`src/rtl/sa_pkg.sv`:
```
// Shared types and constants for the systolic-array result path.
//   sink_state_e : result sink FSM states
//   RES_W        : result word width (8 int8 lanes)
//   ADDR_W       : result SRAM address width
//   pack_lanes   : packs N int8 lanes into one result word, lane i at [8i+7:8i]
package sa_pkg;

    localparam int unsigned RES_W  = 64;
    localparam int unsigned ADDR_W = 13;
    localparam int unsigned LANES  = RES_W / 8;

    typedef enum logic [1:0] {
        IDLE    = 2'd0,
        CAPTURE = 2'd1,
        FLUSH   = 2'd2,
        DRAIN   = 2'd3
    } sink_state_e;

    // Lane i of the packed array lands on bits [8i+7:8i] of the result word.
    function automatic logic [RES_W-1:0] pack_lanes(input logic [LANES-1:0][7:0] lanes);
        logic [RES_W-1:0] r;
        r = '0;
        for (int i = 0; i < int'(LANES); i++) begin
            r[8*i +: 8] = lanes[i];
        end
        return r;
    endfunction

endpackage

```
`src/rtl/sa_skid_fifo.sv`:
```
// Two-entry valid/ready buffer. Entry 0 is always the head, so out_data and
// out_valid come straight from flops. The producer is credit-based: it must
// only push when count (after any pop this cycle) leaves room; a push into a
// full buffer without a pop is dropped.
//   in_valid/in_data   : push side
//   out_valid/out_ready/out_data : pop side
//   count              : current occupancy (0..2)
module sa_skid_fifo #(
    parameter int unsigned W = 65
) (
    input  logic         clk,
    input  logic         rst_n,
    input  logic         in_valid,
    input  logic [W-1:0] in_data,
    output logic         out_valid,
    input  logic         out_ready,
    output logic [W-1:0] out_data,
    output logic [1:0]   count
);

    logic [W-1:0] e0_q, e0_d;
    logic [W-1:0] e1_q, e1_d;
    logic [1:0]   count_q, count_d;
    logic         valid_q, valid_d;
    logic         pop;

    // Next-state: shift e1 into the head on pop, append at the tail on push.
    always_comb begin
        e0_d    = e0_q;
        e1_d    = e1_q;
        count_d = count_q;
        pop     = valid_q && out_ready;
        case ({in_valid, pop})
            2'b10: begin
                if (count_q == 2'd0) begin
                    e0_d    = in_data;
                    count_d = 2'd1;
                end else if (count_q == 2'd1) begin
                    e1_d    = in_data;
                    count_d = 2'd2;
                end
            end
            2'b01: begin
                e0_d    = e1_q;
                count_d = count_q - 2'd1;
            end
            2'b11: begin
                if (count_q == 2'd2) begin
                    e0_d = e1_q;
                    e1_d = in_data;
                end else begin
                    e0_d = in_data;
                end
            end
            default: ;
        endcase
        valid_d = (count_d != 2'd0);
    end

    always_ff @(posedge clk or negedge rst_n) begin
        if (!rst_n) begin
            e0_q    <= '0;
            e1_q    <= '0;
            count_q <= 2'd0;
            valid_q <= 1'b0;
        end else begin
            e0_q    <= e0_d;
            e1_q    <= e1_d;
            count_q <= count_d;
            valid_q <= valid_d;
        end
    end

    assign out_valid = valid_q;
    assign out_data  = e0_q;
    assign count     = count_q;

endmodule

```
`src/rtl/sa_result_sink.sv`:
```
// Result sink: captures SA result rows into the output SRAM, then drains
// address 0 .. hwm-1 as a valid/ready stream. Owns the SRAM's single port.
//   start, done_all, wen_n_in/waddr_in/data_in : job control and SA write-out
//   sram_*                                      : output SRAM port (1-cycle read)
//   m_valid/m_ready/m_data/m_last               : drain stream
//   busy, drain_done, err_stray                 : status
module sa_result_sink
    import sa_pkg::*;
#(
    parameter int unsigned N      = 8,
    parameter int unsigned ADDR_W = 13
) (
    input  logic              clk,
    input  logic              rst_n,
    input  logic              start,
    input  logic              done_all,
    input  logic              wen_n_in,
    input  logic [ADDR_W-1:0] waddr_in,
    input  logic [N*8-1:0]    data_in,
    output logic              sram_wen_n,
    output logic              sram_ren_n,
    output logic [ADDR_W-1:0] sram_addr,
    output logic [RES_W-1:0]  sram_wdata,
    input  logic [RES_W-1:0]  sram_rdata,
    output logic              m_valid,
    input  logic              m_ready,
    output logic [RES_W-1:0]  m_data,
    output logic              m_last,
    output logic              busy,
    output logic              drain_done,
    output logic              err_stray
);

    // One extra bit so hwm/rptr can reach 2^ADDR_W without wrapping.
    localparam int unsigned PTR_W = ADDR_W + 1;

    sink_state_e       state_q, state_d;
    logic [PTR_W-1:0]  hwm_q, hwm_d;
    logic [PTR_W-1:0]  rptr_q, rptr_d;
    logic              has_data_q, has_data_d;
    logic              err_stray_q, err_stray_d;
    logic              sram_wen_n_q, sram_wen_n_d;
    logic              sram_ren_n_q, sram_ren_n_d;
    logic [ADDR_W-1:0] sram_addr_q, sram_addr_d;
    logic [RES_W-1:0]  sram_wdata_q, sram_wdata_d;
    logic              issue_last_q, issue_last_d;
    logic              rd_ret_q, rd_ret_d;
    logic              ret_last_q, ret_last_d;
    logic              drain_done_q, drain_done_d;
    logic              busy_q, busy_d;

    logic              fifo_valid;
    logic [RES_W:0]    fifo_data;
    logic [1:0]        fifo_count;
    logic              beat_acc;
    logic [2:0]        occ;
    logic              rd_credit;
    logic [PTR_W-1:0]  wr_hwm;

    assign beat_acc = fifo_valid && m_ready;

    // Buffer slots already promised: held beats plus reads still in the SRAM
    // pipe. A beat leaving this cycle frees its slot before any new read lands.
    assign occ       = 3'(fifo_count) + 3'(!sram_ren_n_q) + 3'(rd_ret_q);
    assign rd_credit = (occ < (3'd2 + 3'(beat_acc)));

    // Next-state and registered-output logic.
    always_comb begin
        state_d      = state_q;
        hwm_d        = hwm_q;
        rptr_d       = rptr_q;
        has_data_d   = has_data_q;
        err_stray_d  = err_stray_q;
        sram_wen_n_d = 1'b1;
        sram_ren_n_d = 1'b1;
        sram_addr_d  = sram_addr_q;
        sram_wdata_d = sram_wdata_q;
        issue_last_d = 1'b0;
        drain_done_d = 1'b0;
        rd_ret_d     = !sram_ren_n_q;
        ret_last_d   = issue_last_q;
        wr_hwm       = PTR_W'(waddr_in) + PTR_W'(1);

        case (state_q)
            IDLE: begin
                if (start) begin
                    state_d     = CAPTURE;
                    hwm_d       = '0;
                    has_data_d  = 1'b0;
                    err_stray_d = 1'b0;
                end
            end
            CAPTURE: begin
                if (!wen_n_in) begin
                    sram_wen_n_d = 1'b0;
                    sram_addr_d  = waddr_in;
                    sram_wdata_d = pack_lanes(data_in);
                    has_data_d   = 1'b1;
                    if (wr_hwm > hwm_q) begin
                        hwm_d = wr_hwm;
                    end
                end
                if (done_all) begin
                    state_d = FLUSH;
                end
            end
            FLUSH: begin
                // Lets the final registered write reach the SRAM.
                rptr_d = '0;
                if (has_data_q) begin
                    state_d = DRAIN;
                end else begin
                    state_d      = IDLE;
                    drain_done_d = 1'b1;
                end
            end
            DRAIN: begin
                if (rd_credit && (rptr_q < hwm_q)) begin
                    sram_ren_n_d = 1'b0;
                    sram_addr_d  = rptr_q[ADDR_W-1:0];
                    issue_last_d = (rptr_q == (hwm_q - PTR_W'(1)));
                    rptr_d       = rptr_q + PTR_W'(1);
                end
                if (beat_acc && fifo_data[RES_W]) begin
                    state_d      = IDLE;
                    drain_done_d = 1'b1;
                end
            end
            default: state_d = IDLE;
        endcase

        // A strobe outside CAPTURE never reaches the SRAM; it only flags.
        if (!wen_n_in && (state_q != CAPTURE)) begin
            err_stray_d = 1'b1;
        end

        busy_d = (state_d != IDLE);
    end

    always_ff @(posedge clk or negedge rst_n) begin
        if (!rst_n) begin
            state_q      <= IDLE;
            hwm_q        <= '0;
            rptr_q       <= '0;
            has_data_q   <= 1'b0;
            err_stray_q  <= 1'b0;
            sram_wen_n_q <= 1'b1;
            sram_ren_n_q <= 1'b1;
            sram_addr_q  <= '0;
            sram_wdata_q <= '0;
            issue_last_q <= 1'b0;
            rd_ret_q     <= 1'b0;
            ret_last_q   <= 1'b0;
            drain_done_q <= 1'b0;
            busy_q       <= 1'b0;
        end else begin
            state_q      <= state_d;
            hwm_q        <= hwm_d;
            rptr_q       <= rptr_d;
            has_data_q   <= has_data_d;
            err_stray_q  <= err_stray_d;
            sram_wen_n_q <= sram_wen_n_d;
            sram_ren_n_q <= sram_ren_n_d;
            sram_addr_q  <= sram_addr_d;
            sram_wdata_q <= sram_wdata_d;
            issue_last_q <= issue_last_d;
            rd_ret_q     <= rd_ret_d;
            ret_last_q   <= ret_last_d;
            drain_done_q <= drain_done_d;
            busy_q       <= busy_d;
        end
    end

    // Returned words carry their last-beat tag alongside the data.
    sa_skid_fifo #(
        .W (RES_W + 1)
    ) u_skid (
        .clk       (clk),
        .rst_n     (rst_n),
        .in_valid  (rd_ret_q),
        .in_data   ({ret_last_q, sram_rdata}),
        .out_valid (fifo_valid),
        .out_ready (m_ready),
        .out_data  (fifo_data),
        .count     (fifo_count)
    );

    assign sram_wen_n = sram_wen_n_q;
    assign sram_ren_n = sram_ren_n_q;
    assign sram_addr  = sram_addr_q;
    assign sram_wdata = sram_wdata_q;
    assign m_valid    = fifo_valid;
    assign m_data     = fifo_data[RES_W-1:0];
    assign m_last     = fifo_data[RES_W];
    assign busy       = busy_q;
    assign drain_done = drain_done_q;
    assign err_stray  = err_stray_q;

endmodule

```
`config.mk`:
```
export PLATFORM = sky130hd
export DESIGN_NAME = sa_result_sink
export DESIGN_NICKNAME = d
export VERILOG_FILES = /design/src/rtl/sa_pkg.sv /design/src/rtl/sa_skid_fifo.sv /design/src/rtl/sa_result_sink.sv
export SDC_FILE = /design/constraint.sdc
export NUM_CORES = 1
export LEC_CHECK = 0
export BUFFER_PORTS_ARGS = -buffer_cell sky130_fd_sc_hd__buf_2
export CORE_MARGIN = 1.5
export CORE_UTILIZATION = 55
export CTS_CLUSTER_DIAMETER = 30
export DETAILED_ROUTE_END_ITERATION = 16
export HOLD_SLACK_MARGIN = 0.12
export PLACE_DENSITY = 0.82
export SKIP_CTS_REPAIR_TIMING = 1
export SLEW_MARGIN = 20
export SYNTH_ARGS = -nofsm -noshare
export SYNTH_HDL_FRONTEND = slang
export SYNTH_HIERARCHICAL = 1
export SYNTH_SLANG_ARGS = --single-unit
```
`constraint.sdc`:
```
create_clock -name clk -period 4.8 [get_ports clk]
set_clock_uncertainty 0.2 [all_clocks]
set_input_delay 1.44 -clock clk [delete_from_list [all_inputs] [get_ports clk]]
set_output_delay 1.44 -clock clk [all_outputs]
set_load 0.02 [all_outputs]
```
## Word level (Yosys, flattened, before mapping)

Cells that the tools add are included.

| storage, ports and cells | value |
|---|---|
| flip-flop bits (word level) | 249 |
| bits of input ports | 147 |
| output and inout port bits | 148 |
| logic and storage cells | 110 |

| cells by class | value |
|---|---|
| add/sub/neg operators | 7 |
| magnitude comparators | 3 |
| eq/ne operators | 18 |
| mux-type cells | 38 |
| bitwise gates (word level) | 1 |
| reduce and logical (&&, ||, !) cells | 25 |

Operator list:

| kind | number |
|---|---|
| two-way mux 65 bit | 5 |
| case mux 65 bit (3 select lines) | 1 |
| case mux 65 bit (2 select lines) | 1 |
| two-way mux 14 bit | 4 |
| case mux 14 bit (2 select lines) | 2 |
| two-way mux 13 bit | 2 |
| case mux 13 bit (2 select lines) | 1 |
| nonzero test 2 bit | 8 |
| adder 13 x 1 -> 14 bit, second input constant | 1 |
| adder 14 x 1 -> 14 bit, second input constant | 1 |
| equality test 14 bit | 1 |
| > comparator 14 bit | 1 |
| < comparator 14 bit | 1 |
| subtractor 14 x 1 -> 14 bit, second input constant | 1 |
| two-way mux 1 bit | 12 |
| two-way mux 2 bit | 6 |
| equality test 2 bit, second input constant | 5 |
| != test 2 bit, second input constant | 5 |
| != test 2 x 1 -> 1 bit, second input constant | 4 |
| case mux 2 bit (4 select lines) | 1 |
| AND reduction 2 bit | 4 |
| AND reduction 4 bit | 2 |
| equality test 2 x 1 -> 1 bit, second input constant | 3 |
| AND reduction 3 bit | 2 |
| other kinds (12) | 18 |

## Logic depth before layout (Yosys ltp)

Gate-level depths: netlist of run 1.

| depth | value |
|---|---|
| depth after elaboration | 7 |
| mapped depth | 12 |
| gate-level depth less buffers | 11 |

## Modules after synthesis

The synthesis of run 1 kept the hierarchy.

By module, submodules not included:

| module | times used | cells an instance | area each (um2) | sequential area each (um2) |
|---|---|---|---|---|
| sa_skid_fifo | 1 | 386 | 6,069.6 | 3,328.2 |
| sa_result_sink | 1 | 670 | 6,055.8 | 2,905.3 |

## Least setup slack after synthesis of run 1

No wires, ideal clock.

| timing path | value |
|---|---|
| path type | input to register |
| from | input port waddr_in[0] |
| to | register hwm_q[9] |
| setup time | 0.125 ns |
| arrival | 3.999 ns |
| data required time | 4.475 ns |
| setup slack | 0.477 ns |
| stages on the path | 12 |
| buffers on the path | 1 |
| path through | ha_1 nand3_1 nor3_1 nand3_1 xnor2_1 ha_1 nand4_1 nor4_1 a2111o_1 a21oi_1 buf_2 mux2_2 |

| on the way | value |
|---|---|
| word-level cells in the longest chain between the ends | 4 |
| elaborated cells between the ends (all ways) | 7 |
| those cells by class | 1 x add/sub; 1 x order compare; 1 x eq/ne; 3 x mux; 1 x reduce/logical |

Ends and longest elaborated chain:

| element | RTL line | source |
|---|---|---|
| start: declaration | sa_result_sink.sv:18 | `input logic [ADDR_W-1:0] waddr_in,` |
| adder 13 x 1 -> 14 bit (*) | sa_result_sink.sv:82 | `wr_hwm = PTR_W'(waddr_in) + PTR_W'(1);` |
| > comparator 14 bit or two-way mux 14 bit (tied branches) | sa_result_sink.sv:99 | `if (wr_hwm > hwm_q) begin` |
| != test 2 bit (no line) or two-way mux 14 bit (tied branches) | - |  |
| AND reduction 4 bit (no line) or case mux 14 bit (2 select lines) (tied branches) | - |  |
| end signal: assignment | sa_result_sink.sv:158 | `hwm_q <= hwm_d;` |
| end: declaration | sa_result_sink.sv:38 | `logic [PTR_W-1:0] hwm_q, hwm_d;` |

Mark *: on every way between the ends. The rest lies on a longest branch, timed or not. The select of a mux whose other input is x is not followed.
A chain may end at the register's enable or synchronous reset.

## Worst setup path after layout of run 1

| timing path | value |
|---|---|
| from | input port waddr_in[0] |
| to | register hwm_q[10] |

The elaborated chain is that of the path after synthesis.

==> metrics, run 1 <==
Net Count, Synth=1244; Reg clk slew, reported paths=40 ps; number of enable flip-flop cells after synthesis=0; placer congestion estimate=0.881; Final HPWL DP=19900 um; TritonCTS clock tree=done; achievable frequency=252 MHz; ratio of cells with drive above 1 in the final layout=39.5%; Synthesis Warnings=6; Iteration-0 DRC Markers=421; r2r worst-path depth=8; Seq cells post-synth=249; worst skew pair latency=530 ps; slowest cell delay on critical path=370 ps; Core Region=21800 um^2; Filler Cell Count=1475; Initial Utilization=55.7%; crit end category=flip-flop; Async S/R FF share, synth=100%; most common cell after layout, fill and taps aside=buf_2; overall die width=151 um; TritonRoute pass-1 iters=5; Port Buffer Count=294; final period utilization=82.8%; reg2reg setup slack=1280 ps; vias per inst=5.56; Critical Path Stages=13; Post-synth top flop=dfrtp_1; Die Ht=151 um; ANT nets after route=0; RSZ-0062 raised after global routing=no; nets@finish=1550; Max-cap violations=0; final hold slack=153 ps; WL final=30200 um; setup tns final=0 ps; Root Driver=clkbuf_16; largest net degree at the start of global routing=87; area of the multi-input gates=5410 um^2; placed cell area=13800 um^2; Slew Viols, Final=0; fraction of the yosys area taken by sequential cells=51.4%; WP data required=5010 ps; leakage=7.82 nW; Cells after Synth=1056; CP Class=primary input to flip-flop; Final setup viols=0; buffers plus inverters on the worst setup path=2; Max IR drop VDD=0.000392 V; crit path time final=3980 ps; status=finished, final reports clean; Slew @ Worst Pin=943 ps; Worst Path Max Fanout=14; initial antenna violation count=0; crit path cell chain=buf_2, ha_1, nand3_1, nor3_1, nand3_1, xnor2_1, ha_1, nand4_1, nor4_1, a2111o_1, a21oi_1, buf_4, mux2_2; Fin. Hold Viols=0; clk buf depth=3; Num CTS Buffers=51; Die Area=22900 um^2; CP top delay family=simple AND/OR/NAND/NOR gates; most frequent cells in the layout=buf_2 (293), dfrtp_1 (247), nand2_1 (221); CTS sink count=249; vias in the first global route=9350; area of the mapped netlist=12100 um^2; Netlist cell types=55; H-tree depth=2; Startpoint Class=primary input; Via Count=9367; register area=6230 um^2; Crit-path slowest cell=mux2_2; area delta synth->final=29.0%; PD cells=814 nW/um^2; Critical Path AT=4180 ps; Core Rows=54; I/O Pins=295; routed len/inst=17.9 um; Slew headroom=35.8%; Post-route DRC=0; Total GRT Usage=25.4%; Mapped Avg Cell Area=11.5 um^2; grt total ovfl=0; final instance area=15600 um^2; Worst Hold Depth=0; global-route wire length before repair=46500 um; worst min path class=flip-flop to flip-flop
worst register-to-register path: cells and delay by family (launching register included):
kind	cells	cell delay, ps
buffers and inverters	1	80
AO/OA/AOI/OAI	3	1000
flip-flops	1	550
AND/OR/NAND/NOR	2	910
adder cells (fa/ha/maj)	2	700
synth_stat cells (all sizes together), types with 8 or more instances:
master,count,area (um^2)
nand4,14,87.6
o31ai,8,60.1
dfrtp,247,6180
ha,40,500
clkbuf,25,93.8
nand3,32,160
mux2,137,1710
xor2,11,96.3
xnor2,19,166
nand2,223,847
inv,29,109
mux2i,27,295
a22o,67,596
buf,32,307
a21oi,25,129
nor2,30,113
nor2b,8,50.1
o21ai,24,120
flip-flops by register name, indices dropped and copies added (netlist names), 2 cells and up:
signal / flops
u_skid/out_data: 65
sram_wdata: 64
sram_addr: 13
rptr_q: 14
u_skid/e1_q: 65
u_skid/count: 2
state_q: 2
hwm_q: 14
cell type report:
cell class,instances,area share (%)
Antenna cell,2,0.0320
Clock buffer,63,9.04
Clock inverter,32,2.95
Inverter,29,0.696
Multi-Input combinational cell,721,34.6
Sequential cell,249,39.8
Tap cell,280,2.24
Timing Repair Buffer,310,10.6
routing by layer:
metal | GRT usage [%] | wire (um) | vias to the layer above
li1 | - | - | 4343
met1 | 31.8 | 12200 | 4607
met2 | 42.5 | 14900 | 359
met3 | 6.71 | 2430 | 58
met4 | 9.13 | 667 | 0
met5 | 0 | 0 | -
power by group:
part / total (mW) / switching (mW) / internal [mW]
clock: 3.77 / 1.18 / 2.59
sequential: 3.69 / 0.617 / 3.07
combinational: 5.27 / 2.94 / 2.34
total: 12.7 / 4.73 / 8.00
through the flow:
| step | utilization [%] | cells | total power, mW | setup WS (ps) |
|---|---|---|---|---|
| 6_report | 71.9 | 1686 | 12.7 | 825 |
| 5_1_grt | 71.9 | 1684 | 13.5 | 549 |
| 4_1_cts | 71.9 | 1684 | 12.8 | 847 |
| 3_5_place_dp | 63.3 | 1589 | 8.91 | 305 |
| 3_3_place_gp | 63.3 | 1589 | 8.69 | 384 |
| 2_1_floorplan | - | 1056 | 7.55 | 477 |
kinds of logic after synthesis:
group           Yosys count  share of synthesized area, %
simple gates            340                          12.3
flops                   249                          51.4
mux                     164                          16.5
compound gates          146                          9.15
buf+inv                  86                          4.20
fa+ha+maj                41                          4.29
xor+xnor                 30                          2.17
path summary, 6_finish.rpt:
kind,endpoint,from
setup / recovery,hwm_q[10],waddr_in[0]
hold / removal,ret_last_q,issue_last_q
setup reg to reg,rptr_q[12],sram_ren_n
hold reg to reg,ret_last_q,issue_last_q
max in group asynchronous,sram_wdata[45],rst_n
min in group asynchronous,u_skid/e1_q[10],rst_n
(Power assumes the default switching activity.)
==> run 2: changes to the inputs <==
- ABC_AREA: not set -> 1
- CORE_UTILIZATION: 55 -> 49
- PLACE_DENSITY: 0.82 -> 0.76
- clock period: 4.8 -> 3.48 ns (I/O delays scaled with it)
==> metrics, run 2 <==
status=finished, final reports clean; PD cells=1020 nW/um^2; number of enable flip-flop cells after synthesis=0; largest net degree at the start of global routing=80; RSZ-0062 raised after global routing=no; placer congestion estimate=0.921; achievable frequency=331 MHz; Core Region=25800 um^2; Die Ht=165 um; Crit-path slowest cell=nor2_1; Reg clk slew, reported paths=50 ps; Die Area=27100 um^2; crit path time final=3020 ps; WP data required=3710 ps; routed len/inst=16.0 um; Core Rows=59; Post-route DRC=0; vias in the first global route=11.4k; Synthesis Warnings=6; Slew @ Worst Pin=728 ps; top layer in use=met4; most frequent cells in the layout=nand2_1 (559), buf_2 (293), nand3_1 (265); overall die width=165 um; Mapped Avg Cell Area=8.35 um^2; Synth area leaders=dfrtp_1 (48%), nand2_1 (17%), nand3_1 (10%); Most Frequent Cell on Critical Path=nand2_1; grt total ovfl=0; crit path from=waddr_in[0]; Via Count=11.8k; Seq cells post-synth=249; Max IR drop VDD=0.000741 V; WL final=35200 um; Total GRT Usage=25.7%; H-tree depth=2; vias per inst=5.34; Final HPWL DP=23500 um; CTS sink count=249; Max-cap violations=0; FF-to-FF Start=sram_ren_n; Final WS setup=462 ps; reg-to-reg endpoint=sram_addr[10]; fin cells=2207; clk buf depth=3; slowest cell delay on critical path=290 ps; Slew headroom=51.5%; WL met2=17000 um; CP endpoint=hwm_q[9]; Net Count, Synth=1724; TritonRoute pass-1 iters=5; ANT nets after route=0; crit path cell chain=buf_2, ha_1, nand2_1, nor2_1, nand4_1, nand2_1, inv_1, ha_1, nand4_1, nor3_1, nand2_1, nand2_1, nand2_1, nand2_2, nand2_2, nand2_1, nand2_1; area of the mapped netlist=12800 um^2; final instance area=16500 um^2; Critical Path AT=3250 ps; Async S/R FF share, synth=100%; post-synth top area share=48.2%; setup tns final=0 ps; most common cell after layout, fill and taps aside=nand2_1; worst skew pair latency=540 ps; placed cell area=14500 um^2; Final setup viols=0; WL met3=3020 um; leakage=8.92 nW; Worst Path Max Fanout=14; most frequent cell after synthesis=nand2_1; Fin. Hold Viols=0; Initial Utilization=49.6%; nets@finish=2014; CP Class=primary input to flip-flop; Slew Viols, Final=0; I/O Pins=295; final hold slack=140 ps; crit end category=flip-flop; Startpoint Class=primary input; Yosys top cell by area=dfrtp_1; Post-synth top flop=dfrtp_1; Root Driver=clkbuf_16; worst slack at placement=-42.9 ps; Netlist cell types=39; reg2reg setup slack=830 ps; initial antenna violation count=1; fraction of the yosys area taken by sequential cells=48.6%; area delta synth->final=28.9%; synth cell count leaders=nand2_1 (564), nand3_1 (265), dfrtp_1 (247), inv_1 (80), mux2_2 (59); worst min path class=flip-flop to flip-flop; WL met1=14600 um; global-route wire length before repair=56000 um; Cells after Synth=1536; r2r worst-path depth=8; Num CTS Buffers=52; ratio of cells with drive above 1 in the final layout=26.9%; Iteration-0 DRC Markers=1150; Port Buffer Count=294; final period utilization=86.7%; TritonCTS clock tree=done; DP Cell Count=2107
## run 2: cell types whose count changed after synthesis, sizes merged, moves of 27 or more
cell,before,now
a22o,67,0
inv,29,87
nand3,32,265
mux2i,27,0
nand2,223,572
buf,32,69
mux2,137,64
nor2,30,63
## run 2: through the flow
step                      total power, mW  utilization (%)
after floorplan                      9.34                -
after global placement               11.1             56.2
after detailed placement             11.3             56.2
after CTS                            16.9             63.9
after global routing                 17.9             63.9
final                                16.8             63.9
## run 2: power breakdown
part	internal, mW	total (mW)	switching, mW	leakage (nW)
Sequential	4.20	4.97	0.772	3.10
Clock	3.90	5.51	1.62	0.950
Combinational	2.22	6.32	4.10	4.87
## run 2: cells by family (layout without fill, tap and decap cells)
family | count (synthesis) | after routing | synth area share (%)
buf+inv | 171 | 505 | 6.71
xor+xnor | 30 | 30 | 2.05
flops | 249 | 249 | 48.6
simple gates | 923 | 923 | 30.5
other cells | 0 | 2 | 0
mux | 64 | 64 | 5.62
compound gates | 58 | 58 | 2.45
fa+ha+maj | 41 | 41 | 4.06
## run 2: area by class of cell
class | instances | area (um^2)
Antenna cell | 2 | 5.00
Clock buffer | 64 | 1400
Clock inverter | 34 | 591
Fill cell | 2151 | 9320
Inverter | 88 | 332
Multi-Input combinational cell | 1116 | 5760
Sequential cell | 249 | 6230
Tap cell | 335 | 419
Timing Repair Buffer | 319 | 1780
## run 2: how the worst min path moves through the flow
stage | from | to | slack (ps) | cells past startpoint
2_1_floorplan | issue_last_q | ret_last_q | 130 | 0
3_3_place_gp | issue_last_q | ret_last_q | 140 | 0
3_5_place_dp | issue_last_q | ret_last_q | 140 | 0
4_1_cts | issue_last_q | ret_last_q | 140 | 0
5_1_grt | issue_last_q | ret_last_q | 160 | 0
6_report | issue_last_q | ret_last_q | 140 | 0
## run 2: worst max-delay path, delay by kind of cell
| kind | cells | cell delay, ps |
|---|---|---|
| and+or+nand+nor | 13 | 1560 |
| adders and majority gates | 2 | 460 |
| buffers and inverters | 2 | 170 |
## run 2: per-layer routing
layer  up-vias  GRT usage [%]
met4         0           8.39
met5         -              0
met2       572           43.0
li1       5566              -
met1      5601           33.1
met3        57           5.45
==> run 3: changes to the inputs <==
==> constraint.sdc (replaced) <==
create_clock -name clk -period 3.48 [get_ports clk]
set_clock_uncertainty 0.2 [all_clocks]
set_input_delay 0.348 -clock clk [delete_from_list [all_inputs] [get_ports clk]]
set_output_delay 0.348 -clock clk [all_outputs]
set_load 0.02 [all_outputs]
==> metrics, run 3 (synthesized netlist as in run 2, its figures left out) <==
Die Ht=165 um; TritonRoute pass-1 iters=6; Max IR drop VDD=0.000692 V; Reg clk slew, reported paths=50 ps; Worst Path Max Fanout=15; Max-cap violations=0; status=finished, final reports clean; Num CTS Buffers=55; fin util=69.0%; vias in the first global route=11.4k; Slew Viols, Final=0; Die Area=27100 um^2; area delta synth->final=39.1%; Switching Share=40.4%; Slew headroom=27.4%; crit end category=flip-flop; ANT nets after route=0; Reg power frac=29.8%; Startpoint Class=primary input; Gate power share=38.4%; routed len/inst=16.9 um; overall die width=165 um; WL final=39600 um; global-route wire length before repair=55900 um; Final HPWL DP=23300 um; RSZ-0062 raised after global routing=no; crit path time final=3190 ps; Fin. Hold Viols=0; vias per inst=5.36; Core Region=25800 um^2; initial antenna violation count=2; clock power share=31.8%; leakage=9.46 nW; internal power=10.1 mW; ratio of cells with drive above 1 in the final layout=25.1%; Via Count=12.6k; Post-route DRC=0; Core Rows=59; Initial Utilization=49.6%; H-tree depth=2; Critical Path AT=3410 ps; grt total ovfl=0; placer congestion estimate=0.917; setup tns final=0 ps; Root Driver=clkbuf_16; worst skew pair latency=560 ps; TritonCTS clock tree=done; Psw=6.83 mW; nets@finish=2155; Total GRT Usage=25.5%; largest net degree at the start of global routing=73; Final setup viols=0; worst min path class=primary input to asynchronous set/reset pin; I/O Pins=295; Slew @ Worst Pin=1080 ps; achievable frequency=313 MHz; most common cell after layout, fill and taps aside=nand2_1; most frequent cells in the layout=nand2_1 (559), buf_2 (293), nand3_1 (265); Port Buffer Count=294; Iteration-0 DRC Markers=1183; Filler Cell Count=1890; clk buf depth=3; CTS sink count=249; PD cells=949 nW/um^2; final period utilization=91.8%; WP data required=3690 ps; CP Class=primary input to flip-flop
[run 3: cell types whose count changed in the layout (fill, tap and decap cells not counted), sizes merged]
| cell | previous run | this run |
|---|---|---|
| inv | 88 | 94 |
| clkinv | 14 | 16 |
| clkbuf | 64 | 66 |
| buf | 319 | 311 |
| clkinvlp | 6 | 9 |
| dlygate4sd3 | 0 | 146 |
| bufinv | 14 | 7 |
[run 3: routing by layer]
| layer | global-route usage [%] | vias to the layer above | wire (um) |
|---|---|---|---|
| li1 | - | 5853 | - |
| met1 | 33.6 | 5968 | 15600 |
| met2 | 41.8 | 697 | 19500 |
| met3 | 6.03 | 89 | 3480 |
| met4 | 7.82 | 0 | 1030 |
| met5 | 0 | - | 0 |
[run 3: per-stage QoR]
stage / setup slack [ps] / std cells / power [mW] / hold slack, ps / instance area (um^2)
finish: 287 / 2351 / 16.9 / 103 / 17800
global route: 4.75 / 2351 / 17.9 / 136 / 17800
CTS: 594 / 2203 / 16.7 / -483 / 16400
detailed placement: 335 / 2099 / 11.2 / 112 / 14400
global placement: 489 / 2099 / 11.0 / 115 / 14400
floorplan: 966 / 1536 / 9.34 / -148 / 12800
[run 3: worst paths after layout]
check	from	end	slack (ps)	cells after the start
setup / recovery	waddr_in[1]	hwm_q[8]	290	18
hold / removal	rst_n	u_skid/out_data[52]	100	2
setup reg to reg	sram_ren_n	sram_addr[10]	610	8
hold reg to reg	issue_last_q	ret_last_q	150	0
max in group asynchronous	rst_n	busy	1910	3
min in group clk	issue_last_q	ret_last_q	150	0
[run 3: area by class of cell]
class                   instances  area, um^2  share of cell area [%]
clock buffers                  66        1500                    8.40
flip-flops and latches        249        6230                    35.0
inverters                      88         332                    1.86
clock inverters                38         473                    2.65
repair buffers                457        3110                    17.4
diodes                          2        5.00                  0.0281
multi-input cells            1116        5760                    32.3
well taps                     335         419                    2.35
[run 3: power by group through the flow]
stage,clock network (mW),registers (mW),logic [mW]
2_1_floorplan,0,5.88,3.46
3_3_place_gp,0,4.92,6.05
3_5_place_dp,0,4.98,6.19
4_1_cts,5.43,4.97,6.25
5_1_grt,5.61,5.16,7.18
6_report,5.38,5.04,6.50
[run 3: critical path, stage by stage]
cell	delay, ps
dlygate4sd3_1	540
buf_2	140
ha_1	250
nand2_1	130
nor2_1	270
nand4_1	140
nand2_1	120
inv_1	50
ha_1	280
nand4_1	140
nor3_1	160
nand2_1	70
nand2_1	50
nand2_1	50
nand2_2	220
nand2_2	240
nand2_1	140
nand2_1	60
